### src/rtl/spi_ram_master_ctrl.sv
// Host-side SPI RAM master: turns single-word read/write requests into
// selector+payload frames on SS_n/MOSI and shifts read data back in from MISO.
module spi_ram_master_ctrl #(
    parameter int ADDR_SIZE = 8,
    parameter int GAP_CYC   = 1,
    parameter int RD_GAP    = 2
) (
    input  logic                 clk,
    input  logic                 rst_n,
    input  logic                 req_valid,
    output logic                 req_ready,
    input  logic                 req_wr,
    input  logic [ADDR_SIZE-1:0] req_addr,
    input  logic [ADDR_SIZE-1:0] req_wdata,
    output logic                 rsp_valid,
    output logic [ADDR_SIZE-1:0] rsp_rdata,
    output logic                 SS_n,
    output logic                 MOSI,
    input  logic                 MISO
);
    localparam int PW = ADDR_SIZE + 2;
    localparam int FL = ADDR_SIZE + 3;
    localparam int CW = $clog2(ADDR_SIZE + GAP_CYC + RD_GAP + 4);

    localparam logic [CW-1:0] FRAME_LAST = CW'(FL - 1);
    localparam logic [CW-1:0] GAP_LAST   = CW'(GAP_CYC - 1);
    localparam logic [CW-1:0] POST_LAST  = CW'(GAP_CYC - 2);
    localparam logic [CW-1:0] TURN_LAST  = CW'(RD_GAP - 1);
    localparam logic [CW-1:0] CAP_LAST   = CW'(ADDR_SIZE - 1);

    typedef enum logic [2:0] {
        IDLE,
        FRAME,
        GAP,
        TURN,
        CAPTURE,
        DONE,
        POST
    } state_t;

    state_t                 state_reg, state_next;
    logic [CW-1:0]          cnt_reg, cnt_next;
    logic                   phase_reg, phase_next;
    logic                   wr_reg, wr_next;
    logic [ADDR_SIZE-1:0]   addr_reg, addr_next;
    logic [ADDR_SIZE-1:0]   wdata_reg, wdata_next;
    logic [ADDR_SIZE-1:0]   cap_reg, cap_next;
    logic [ADDR_SIZE-1:0]   rdata_reg, rdata_next;

    logic                   ss_n_reg, ss_n_next;
    logic                   mosi_reg, mosi_next;
    logic                   ready_reg, ready_next;
    logic                   rsp_valid_reg, rsp_valid_next;

    logic [PW-1:0]          payload_next;
    logic [FL-1:0]          frame_next;

    always_comb begin
        state_next = state_reg;
        cnt_next   = cnt_reg;
        phase_next = phase_reg;
        wr_next    = wr_reg;
        addr_next  = addr_reg;
        wdata_next = wdata_reg;
        cap_next   = cap_reg;
        rdata_next = rdata_reg;

        case (state_reg)
            IDLE: begin
                if (req_valid) begin
                    state_next = FRAME;
                    cnt_next   = '0;
                    phase_next = 1'b0;
                    wr_next    = req_wr;
                    addr_next  = req_addr;
                    wdata_next = req_wdata;
                end
            end
            FRAME: begin
                if (cnt_reg == FRAME_LAST) begin
                    cnt_next = '0;
                    if (!phase_reg) begin
                        state_next = GAP;
                    end else if (wr_reg) begin
                        state_next = DONE;
                    end else begin
                        state_next = TURN;
                    end
                end else begin
                    cnt_next = cnt_reg + 1'b1;
                end
            end
            GAP: begin
                if (cnt_reg == GAP_LAST) begin
                    state_next = FRAME;
                    cnt_next   = '0;
                    phase_next = 1'b1;
                end else begin
                    cnt_next = cnt_reg + 1'b1;
                end
            end
            TURN: begin
                if (cnt_reg == TURN_LAST) begin
                    state_next = CAPTURE;
                    cnt_next   = '0;
                end else begin
                    cnt_next = cnt_reg + 1'b1;
                end
            end
            CAPTURE: begin
                // MISO is taken at the edge closing each capture cycle
                cap_next = {cap_reg[ADDR_SIZE-2:0], MISO};
                if (cnt_reg == CAP_LAST) begin
                    state_next = DONE;
                    cnt_next   = '0;
                    rdata_next = cap_next;
                end else begin
                    cnt_next = cnt_reg + 1'b1;
                end
            end
            DONE: begin
                cnt_next   = '0;
                state_next = (GAP_CYC > 1) ? POST : IDLE;
            end
            POST: begin
                if (cnt_reg == POST_LAST) begin
                    state_next = IDLE;
                    cnt_next   = '0;
                end else begin
                    cnt_next = cnt_reg + 1'b1;
                end
            end
            default: begin
                state_next = IDLE;
                cnt_next   = '0;
            end
        endcase
    end

    always_comb begin
        if (!phase_next) begin
            payload_next = {(wr_next ? 2'b00 : 2'b10), addr_next};
        end else if (wr_next) begin
            payload_next = {2'b01, wdata_next};
        end else begin
            payload_next = {2'b11, {ADDR_SIZE{1'b0}}};
        end
    end

    // Selector bit leads the payload; outputs are registered from the next state
    assign frame_next     = {payload_next[PW-1], payload_next} << cnt_next;
    assign ss_n_next      = !((state_next == FRAME) || (state_next == TURN) ||
                              (state_next == CAPTURE));
    assign mosi_next      = (state_next == FRAME) && frame_next[FL-1];
    assign ready_next     = (state_next == IDLE);
    assign rsp_valid_next = (state_next == DONE);

    always_ff @(posedge clk or negedge rst_n) begin
        if (!rst_n) begin
            state_reg     <= IDLE;
            cnt_reg       <= '0;
            phase_reg     <= 1'b0;
            wr_reg        <= 1'b0;
            addr_reg      <= '0;
            wdata_reg     <= '0;
            cap_reg       <= '0;
            rdata_reg     <= '0;
            ss_n_reg      <= 1'b1;
            mosi_reg      <= 1'b0;
            ready_reg     <= 1'b1;
            rsp_valid_reg <= 1'b0;
        end else begin
            state_reg     <= state_next;
            cnt_reg       <= cnt_next;
            phase_reg     <= phase_next;
            wr_reg        <= wr_next;
            addr_reg      <= addr_next;
            wdata_reg     <= wdata_next;
            cap_reg       <= cap_next;
            rdata_reg     <= rdata_next;
            ss_n_reg      <= ss_n_next;
            mosi_reg      <= mosi_next;
            ready_reg     <= ready_next;
            rsp_valid_reg <= rsp_valid_next;
        end
    end

    assign req_ready = ready_reg;
    assign rsp_valid = rsp_valid_reg;
    assign rsp_rdata = rdata_reg;
    assign SS_n      = ss_n_reg;
    assign MOSI      = mosi_reg;

endmodule

### config.mk
export PLATFORM = sky130hd
export DESIGN_NAME = spi_ram_master_ctrl
export DESIGN_NICKNAME = d
export VERILOG_FILES = /design/src/rtl/spi_ram_master_ctrl.sv
export SDC_FILE = /design/constraint.sdc
export NUM_CORES = 1
export LEC_CHECK = 0
export CELL_PAD_IN_SITES_DETAIL_PLACEMENT = 1
export CELL_PAD_IN_SITES_GLOBAL_PLACEMENT = 1
export CORE_MARGIN = 2
export CORE_UTILIZATION = 30
export CTS_CLUSTER_SIZE = 40
export DETAILED_ROUTE_END_ITERATION = 10
export PLACE_DENSITY = 0.7
export RECOVER_POWER = 25
export SETUP_SLACK_MARGIN = 0.15
export SYNTH_ARGS = -nofsm -noshare
export SYNTH_HDL_FRONTEND = slang
export SYNTH_SLANG_ARGS = --single-unit
export TNS_END_PERCENT = 30
### constraint.sdc
create_clock -name clk -period 4.94 [get_ports clk]
set_clock_uncertainty 0.2 [all_clocks]
set_input_delay 1.235 -clock clk [delete_from_list [all_inputs] [get_ports clk]]
set_output_delay 1.235 -clock clk [all_outputs]
set_load 0.01 [all_outputs]
* Word-level counts from Yosys, hierarchy flattened
Cells that the tools add are included.
** Storage, ports and cells
- Register bits after elaboration :: 44
- Output and inout bits :: 12
- Input port bits :: 21
** Operators by class
- Equal/unequal tests :: 13
- Multiplexer cells :: 28
- Add/subtract/negate cells :: 1
- Reduce and logical (&&, ||, !) cells :: 8
- Shifts and indexed selects :: 1
** Operators with widths (number)
- two-way mux 8 bit :: 4
- two-way mux 3 bit :: 8
- two-way mux 4 bit :: 6
- case mux 4 bit (6 select lines) :: 1
- two-way mux 10 bit :: 2
- case mux 3 bit (6 select lines) :: 1
- equality test 3 bit (second input constant) :: 4
- << shifter 11 x 4 -> 11 bit :: 1
- equality test 3 x 2 -> 1 bit (second input constant) :: 3
- equality test 4 bit (second input constant) :: 2
- equality test 3 x 1 -> 1 bit (second input constant) :: 2
- zero test 3 bit :: 2
- adder 4 x 1 -> 4 bit (second input constant) :: 1
- equality test 4 x 1 -> 1 bit (second input constant) :: 1
- equality test 4 x 3 -> 1 bit (second input constant) :: 1
- zero test 4 bit :: 1
- two-way mux 1 bit :: 4
- logical OR 1 bit :: 2
- two-way mux 2 bit :: 1
- case mux 1 bit (2 select lines) :: 1
- AND reduction 2 bit :: 1
- logical AND 1 bit :: 1
- zero test 1 bit :: 1

* Longest topological paths before layout
Gate-level depths: netlist (run 1).
- Word-level depth :: 8
- Gate-level depth with buffers :: 10

* Least setup slack after synthesis (run 1)
No wires, ideal clock.
- Path kind :: in2reg
- Start :: input port req_valid
- End :: register mosi_reg (netlist: MOSI)
- Buffers on the path :: 1
- Setup time :: 0.087 ns
- Arrival :: 2.700 ns
- Data required time :: 4.653 ns
- Slack :: 1.953 ns
- Cell stages on the path :: 7
- Cell sequence :: or4b_4 > buf_6 > a32oi_4 > a21oi_2 > a2111oi_2 > a211oi_1 > o211ai_1
** On the way
- Cells in the longest elaborated chain, start to end :: 6
- Elaborated cells on any way between the ends :: 18
- Classes of those cells :: eq/ne (1); shift (1); mux (15); reduce/logical (1)
** Ends and longest elaborated chain
- start, declared :: line 10 : input logic req_valid,
- two-way mux 8 bit / two-way mux 1 bit (equally long branches) :: line 70 : if (req_valid) begin
- two-way mux 8 bit / two-way mux 1 bit (equally long branches) :: line 68 : case (state_reg)
- two-way mux 10 bit / two-way mux 2 bit (equally long branches) :: line 143, 142
- two-way mux 10 bit :: line 141 : if (!phase_next) begin
- << shifter 11 x 4 -> 11 bit :: line 151 : assign frame_next = {payload_next[PW-1], payload_next} << cnt_next;
- logical AND 1 bit * :: line 154 : assign mosi_next = (state_next == FRAME) && frame_next[FL-1];
- named net mosi_next :: line 51 : logic mosi_reg, mosi_next;
- end signal, assigned :: line 182 : mosi_reg <= mosi_next;
- end, declared :: line 51
The timed path passes the listed nets; every way through them passes the cells marked *.
A chain may end at the register's enable or synchronous reset.

* Worst setup path after layout (run 1)
- Start :: register state_reg[2]
- End :: register mosi_reg (netlist: MOSI)
** On the way
- Cells in the longest elaborated chain, start to end :: 6
- Elaborated cells on any way between the ends :: 24
- Classes of those cells :: eq/ne (6); shift (1); mux (15); reduce/logical (2)
** Ends and longest elaborated chain
- start, declared :: line 41 : state_t state_reg, state_next;
- start signal, assigned :: line 173 : state_reg <= state_next;
- zero test 3 bit :: line 68
- two-way mux 8 bit / two-way mux 1 bit (equally long branches) :: line 68
- two-way mux 10 bit / two-way mux 2 bit (equally long branches) :: line 143, 142
- two-way mux 10 bit :: line 141
- << shifter 11 x 4 -> 11 bit :: line 151
- logical AND 1 bit * :: line 154
- named net mosi_next :: line 51
Marked as above.

==> flow_metrics.tcl, run 1 <==
set metrics [dict create \
    status "finished with violations" \
    violations "max-capacitance violations, max-slew violations" \
    cts.path.max_buffers 2 \
    clk_pin_slew_ns 0.08 \
    yosysTopAreaCell "dfrtp_1" \
    drc 0 \
    post-cts-setup-buffers 0 \
    hold_buffers 0 \
    p_seq_share_pct 37.0 \
    min_from "wdata_reg[6]" \
    power.share.switching_pct 39.8 \
    p_clk_share_pct 17.6 \
    ioPinCount 33 \
    critical_path.max_stage_delay_ns 1.07 \
    die_x_um 91.2 \
    fp.dieArea_mm2 0.00832 \
    worstMarginPinSlew_ns 2.32 \
    power_frac_comb_pct 45.4 \
    rows 31 \
    ctsResizeCount 0 \
    grt_overflow 0 \
    yosysTopAreaCellShare_pct 46.1 \
    grt_first_pass_wirelength_um 8600 \
    fin_cells 346 \
    worstPathMaxFanout 12 \
    routed_via_density 4.81 \
    cp_cell_sequence "nor3b_1 > nor3b_4 > or4_1 > nand4_1 > or2_2 > o211ai_1" \
    clock_latency_ns 0.29 \
    core-area_mm2 0.00729 \
    fmax_ghz 0.282 \
    r2r_slack_ns 1.40 \
    peakVddDrop_v 0.000156 \
    port_buffers 32 \
    synth_area_per_cell_um2 10.7 \
    syn_area_mm2 0.00228 \
    slew_violations 45 \
    maxCapViolCount 1 \
    route.antenna.remaining_nets 0 \
    synthFlopType "dfrtp_1" \
    grt_usage_pct 12.9 \
    root_buffer "clkbuf_8" \
    synth-seq-cells 44 \
    htree_num_levels 2 \
    synth_area_leaders "dfrtp_1 (46%), mux2_2 (8.9%), nand2_1 (7.6%)" \
    min_period_ns 3.54 \
    cts_tree "built" \
    place_hpwl_um 3670 \
    diodes 0 \
    rsz0062_at_grt "false" \
    gp_congestion 0.863 \
    cp_num_buf_inv 0 \
    cp_slowest_cell "nor3b_1" \
    num_vias 1664 \
    p_int_mw 0.917 \
    reg2reg_to "MOSI" \
    critPathArrivalTime_ns 3.56 \
    wl_um 4850 \
    p_leak_nw 1.29 \
    p_switching_mw 0.606 \
    syn_nets 239 \
    start_util_pct 31.3 \
    layout-drive-gt1-share_pct 17.0 \
    p_per_area_mw_per_mm2 551 \
    timing.slew.headroom_pct -54.7 \
    finalSetupTns_ns 0 \
    grt_pass1_vias 1770 \
    grt_max_degree 45 \
    hold_viol_final 0 \
    synth_cell_types 55 \
    crit_path_start_kind "register" \
    yosysWarnings 0 \
    required_ns 4.96 \
    clock-sinks 44 \
    period_share_pct 71.7 \
    seq_area_frac_synth_pct 48.4 \
    synth_edf_count 0 \
    crit-reg2reg-launch "state_reg[2]" \
    r2r_cells 6 \
    holdPathEnd "wdata_reg[6]" \
    fp.dieH_um 91.2 \
    place_inst 338 \
    synthArstFlopShare_pct 100 \
    hold_class "reg2reg" \
    wl_per_cell_um 14.0 \
    synthCells 214 \
    setup_viol 0 \
    critPathKind "reg2reg" \
    fin_nets 271 \
    syn2layout_area_growth_pct 21.2 \
    drt-initial-drc-count 94 \
    worstSetupEndpointType "register" \
    drt-pass1-iter-count 4 \
    antenna_found_initial 0 \
    cts_buffers 5 \
    hold_depth 2 \
    cpLargestDelayFamily "simple AND/OR/NAND/NOR gates" \
]
[cell type report]
class                   instances  area, um2
well taps                      99        124
clock buffers                   6       72.6
multi-input cells             154       1080
repair buffers                 33        322
flip-flops and latches         44       1100
clock inverters                 2       35.0
inverters                       8       30.0
fillers                       841       4530
[per-layer routing]
layer,GRT usage (%),wire length [um]
met5,0,0
met4,5.05,86
met3,2.74,182
met2,19.6,2220
met1,17.8,2360
[Yosys cell counts (4+ instances only)]
| library cell | count |
|---|---|
| mux2_2 | 18 |
| ha_1 | 4 |
| nand3_1 | 6 |
| and3_1 | 4 |
| nor2_1 | 12 |
| nand2_1 | 46 |
| mux2i_1 | 6 |
| dfrtp_1 | 42 |
| inv_1 | 6 |
| o21ai_0 | 5 |
[worst max-delay path by stage]
stage,from,endpoint,slack (ns),depth (start not counted)
5_1_grt,state_reg[2],MOSI,1.02,6
4_1_cts,req_valid,MOSI,1.46,8
3_5_place_dp,req_valid,MOSI,1.14,8
3_3_place_gp,req_valid,MOSI,1.18,8
2_1_floorplan,req_valid,MOSI,1.95,7
6_report,state_reg[2],MOSI,1.40,6
[placed cells by master, fill, tap and decap left out, types with 3 or more instances in the layout]
cell type	instances
clkbuf_8	5
clkdlybuf4s50_1	31
and3_1	4
or2_2	3
and2_1	3
ha_1	4
mux2_2	18
nand2_1	46
inv_1	6
nor2_1	12
dfrtp_1	42
o21ai_0	5
mux2i_1	6
nand3_1	6
[worst register-to-register path: stages, from the launching register on]
cell      delay [ns]
dfrtp_1         0.58
nor3b_1         1.07
nor3b_4         0.61
or4_1           0.29
nand4_1         0.21
or2_2           0.33
o211ai_1        0.17
[power groups by stage]
stage | logic, mW | clock network [mW] | registers [mW]
after floorplan | 0.554 | 0 | 0.535
after CTS | 0.701 | 0.276 | 0.571
after global routing | 0.785 | 0.295 | 0.582
after global placement | 0.689 | 0 | 0.572
after detailed placement | 0.697 | 0 | 0.578
final | 0.692 | 0.267 | 0.564
[logic make-up after synthesis]
| logic type | Yosys count | synth area share (%) |
|---|---|---|
| and+or+nand+nor | 94 | 21.6 |
| DFF | 44 | 48.4 |
| AOI/OAI and AO/OA | 31 | 12.1 |
| muxes | 24 | 11.5 |
| buffers and inverters | 16 | 3.84 |
| adders and majority gates | 4 | 2.19 |
| xor gates and xnor gates | 1 | 0.384 |
[stage by stage]
stage          setup WS [ns]  power [mW]  util (%)  hold WS (ns)  cell area (um2)
6_report                1.40        1.52      37.9         0.273             2770
5_1_grt                 1.02        1.66      37.9         0.302             2770
4_1_cts                 1.46        1.55      38.1         0.280             2780
3_5_place_dp            1.14        1.28      36.6         0.260             2670
3_3_place_gp            1.18        1.26      36.6         0.252             2670
2_1_floorplan           1.95        1.09         -         0.233             2280
(Power assumes the default switching activity.)
==> run 2, diff against run 1 <==
==> constraint.sdc (replaced) <==
create_clock -name clk -period 3.33 [get_ports clk]
set_clock_uncertainty 0.2 [all_clocks]
set_input_delay 0.8325 -clock clk [delete_from_list [all_inputs] [get_ports clk]]
set_output_delay 0.8325 -clock clk [all_outputs]
set_load 0.01 [all_outputs]
==> flow_metrics.tcl, run 2 (same netlist as run 1, synthesis figures left out) <==
set metrics [dict create \
    status "complete, no violations" \
    cts_buffers 5 \
    peakVddDrop_v 0.000239 \
    die_x_um 91.2 \
    use_met1_pct 18.2 \
    grt_usage_pct 13.1 \
    r2r_slack_ns 0.39 \
    post-cts-setup-buffers 0 \
    grt_first_pass_wirelength_um 8780 \
    wl_um 5040 \
    port_buffers 32 \
    cts_tree "built" \
    cp_slowest_cell "or4b_4" \
    critPathKind "in2reg" \
    fin_cells 352 \
    crit-reg2reg-launch "cnt_reg[0]" \
    place_hpwl_um 3810 \
    crit_path_start_kind "input pin" \
    rsz0062_at_grt "false" \
    grt_pass1_vias 1739 \
    fp.dieH_um 91.2 \
    power.total_mw 2.25 \
    grtUsageMet3_pct 2.57 \
    slew_violations 0 \
    ioPinCount 33 \
    wl_per_cell_um 14.3 \
    required_ns 3.29 \
    top_usage_layer "met2" \
    diodes 0 \
    cpLargestDelayFamily "compound AO/OA/AOI/OAI gates" \
    cp_num_buf_inv 2 \
    grt_util_met2_pct 20.4 \
    worstPathMaxFanout 7 \
    antenna_found_initial 0 \
    holdPathEnd "wdata_reg[6]" \
    power_frac_comb_pct 48.4 \
    clock-sinks 44 \
    fp.dieArea_mm2 0.00832 \
    place_inst 344 \
    p_leak_nw 1.32 \
    grt_overflow 0 \
    min_period_ns 3.03 \
    drt-initial-drc-count 79 \
    clock_latency_ns 0.28 \
    rows 31 \
    p_seq_share_pct 37.8 \
    drc 0 \
    root_buffer "clkbuf_8" \
    worstMarginPinSlew_ns 0.978 \
    hold_depth 2 \
    layout-drive-gt1-share_pct 19.8 \
    htree_num_levels 2 \
    routed_via_density 4.75 \
    num_vias 1672 \
    final_common_cell "nand2_1" \
    grt_max_degree 45 \
    start_util_pct 31.3 \
    layout_common_cells "nand2_1 (46), dfrtp_1 (42), clkdlybuf4s50_1 (31)" \
    reg2reg_to "MOSI" \
    p_int_mw 1.33 \
    cts.path.max_buffers 2 \
    critical_path.max_stage_delay_ns 0.56 \
    hold_class "reg2reg" \
    maxCapViolCount 0 \
    p_switching_mw 0.916 \
    r2r_cells 11 \
    clk_pin_slew_ns 0.08 \
    finalSetupTns_ns 0 \
    cp_cell_sequence "clkdlybuf4s50_1 > or4b_4 > a32oi_4 > inv_2 > a21oi_1 > a2111oi_2 > a211oi_1 > o211ai_1" \
    hold_viol_final 0 \
    timing.slew.headroom_pct 34.8 \
    core-area_mm2 0.00729 \
    p_per_area_mw_per_mm2 796 \
    fin_nets 277 \
    power.share.switching_pct 40.7 \
    gp_congestion 0.814 \
    worstSetupEndpointType "register" \
    period_share_pct 91.0 \
    fmax_ghz 0.330 \
    setup_viol 0 \
    drt-pass1-iter-count 4 \
    min_from "wdata_reg[6]" \
    p_clk_share_pct 13.9 \
    route.antenna.remaining_nets 0 \
    syn2layout_area_growth_pct 23.9 \
    critPathArrivalTime_ns 2.99 \
    holdWs_ns 0.278 \
]
run 2: cell types whose count changed in the layout (fill, tap and decap cells not counted):
| cell | delta |
|---|---|
| a21oi_1 | -1 |
| a21oi_2 | +1 |
| buf_12 | +2 |
| buf_2 | +1 |
| buf_4 | +4 |
| bufinv_16 | -1 |
| nor3b_1 | -1 |
| nor3b_4 | +1 |
run 2: worst max path at each step:
| stage | start | endpoint | slack (ns) | cells past startpoint |
|---|---|---|---|---|
| 2_1_floorplan | req_valid | MOSI | 0.75 | 7 |
| 3_3_place_gp | req_valid | MOSI | 0.04 | 8 |
| 3_5_place_dp | req_valid | MOSI | 0.006 | 8 |
| 4_1_cts | req_valid | MOSI | 0.31 | 8 |
| 5_1_grt | req_valid | MOSI | 0.16 | 8 |
| 6_report | req_valid | MOSI | 0.30 | 8 |
run 2: per-layer routing:
| metal | up-vias | wire, um |
|---|---|---|
| met5 | - | 0 |
| met2 | 21 | 2380 |
| met1 | 823 | 2480 |
| li1 | 824 | - |
| met3 | 4 | 119 |
| met4 | 0 | 57 |
run 2: power by group through the flow:
stage	sequential (mW)	clock, mW	combinational, mW
after global placement	0.855	0	1.07
final	0.849	0.312	1.09
after CTS	0.848	0.329	1.09
after detailed placement	0.859	0	1.09
after floorplan	0.793	0	0.821
after global routing	0.871	0.359	1.22
run 2: worst register-to-register path, delay by kind of cell, from the launching register on:
kind                     cells  cell delay, ns
buffers and inverters        3            0.48
adder cells (fa/ha/maj)      1            0.17
AND/OR/NAND/NOR              3            0.49
AO/OA/AOI/OAI                4            0.98
flip-flops                   1            0.50
run 2: what timing repair did:
item / 4_1_cts / 5_1_grt
hold buffers: 0 / 0
endpoints found under the setup margin: 0 / 1
resized for setup: 0 / 1
endpoints found under the hold margin: 0 / 0
run 2: final cells by class:
cell class / count / area (um2)
Fill cell: 846 / 4470
Sequential cell: 44 / 1100
Clock inverter: 1 / 5.00
Clock buffer: 7 / 76.3
Multi-Input combinational cell: 154 / 1090
Inverter: 8 / 30.0
Tap cell: 99 / 124
Timing Repair Buffer: 39 / 393
run 2: metrics by stage:
stage / worst slack, ns / util (%) / area, um2
floorplan: 0.746 / - / 2280
global placement: 0.0433 / 37.6 / 2740
detailed placement: 0.00591 / 37.6 / 2740
CTS: 0.312 / 38.7 / 2820
global route: 0.159 / 38.7 / 2830
finish: 0.300 / 38.7 / 2830
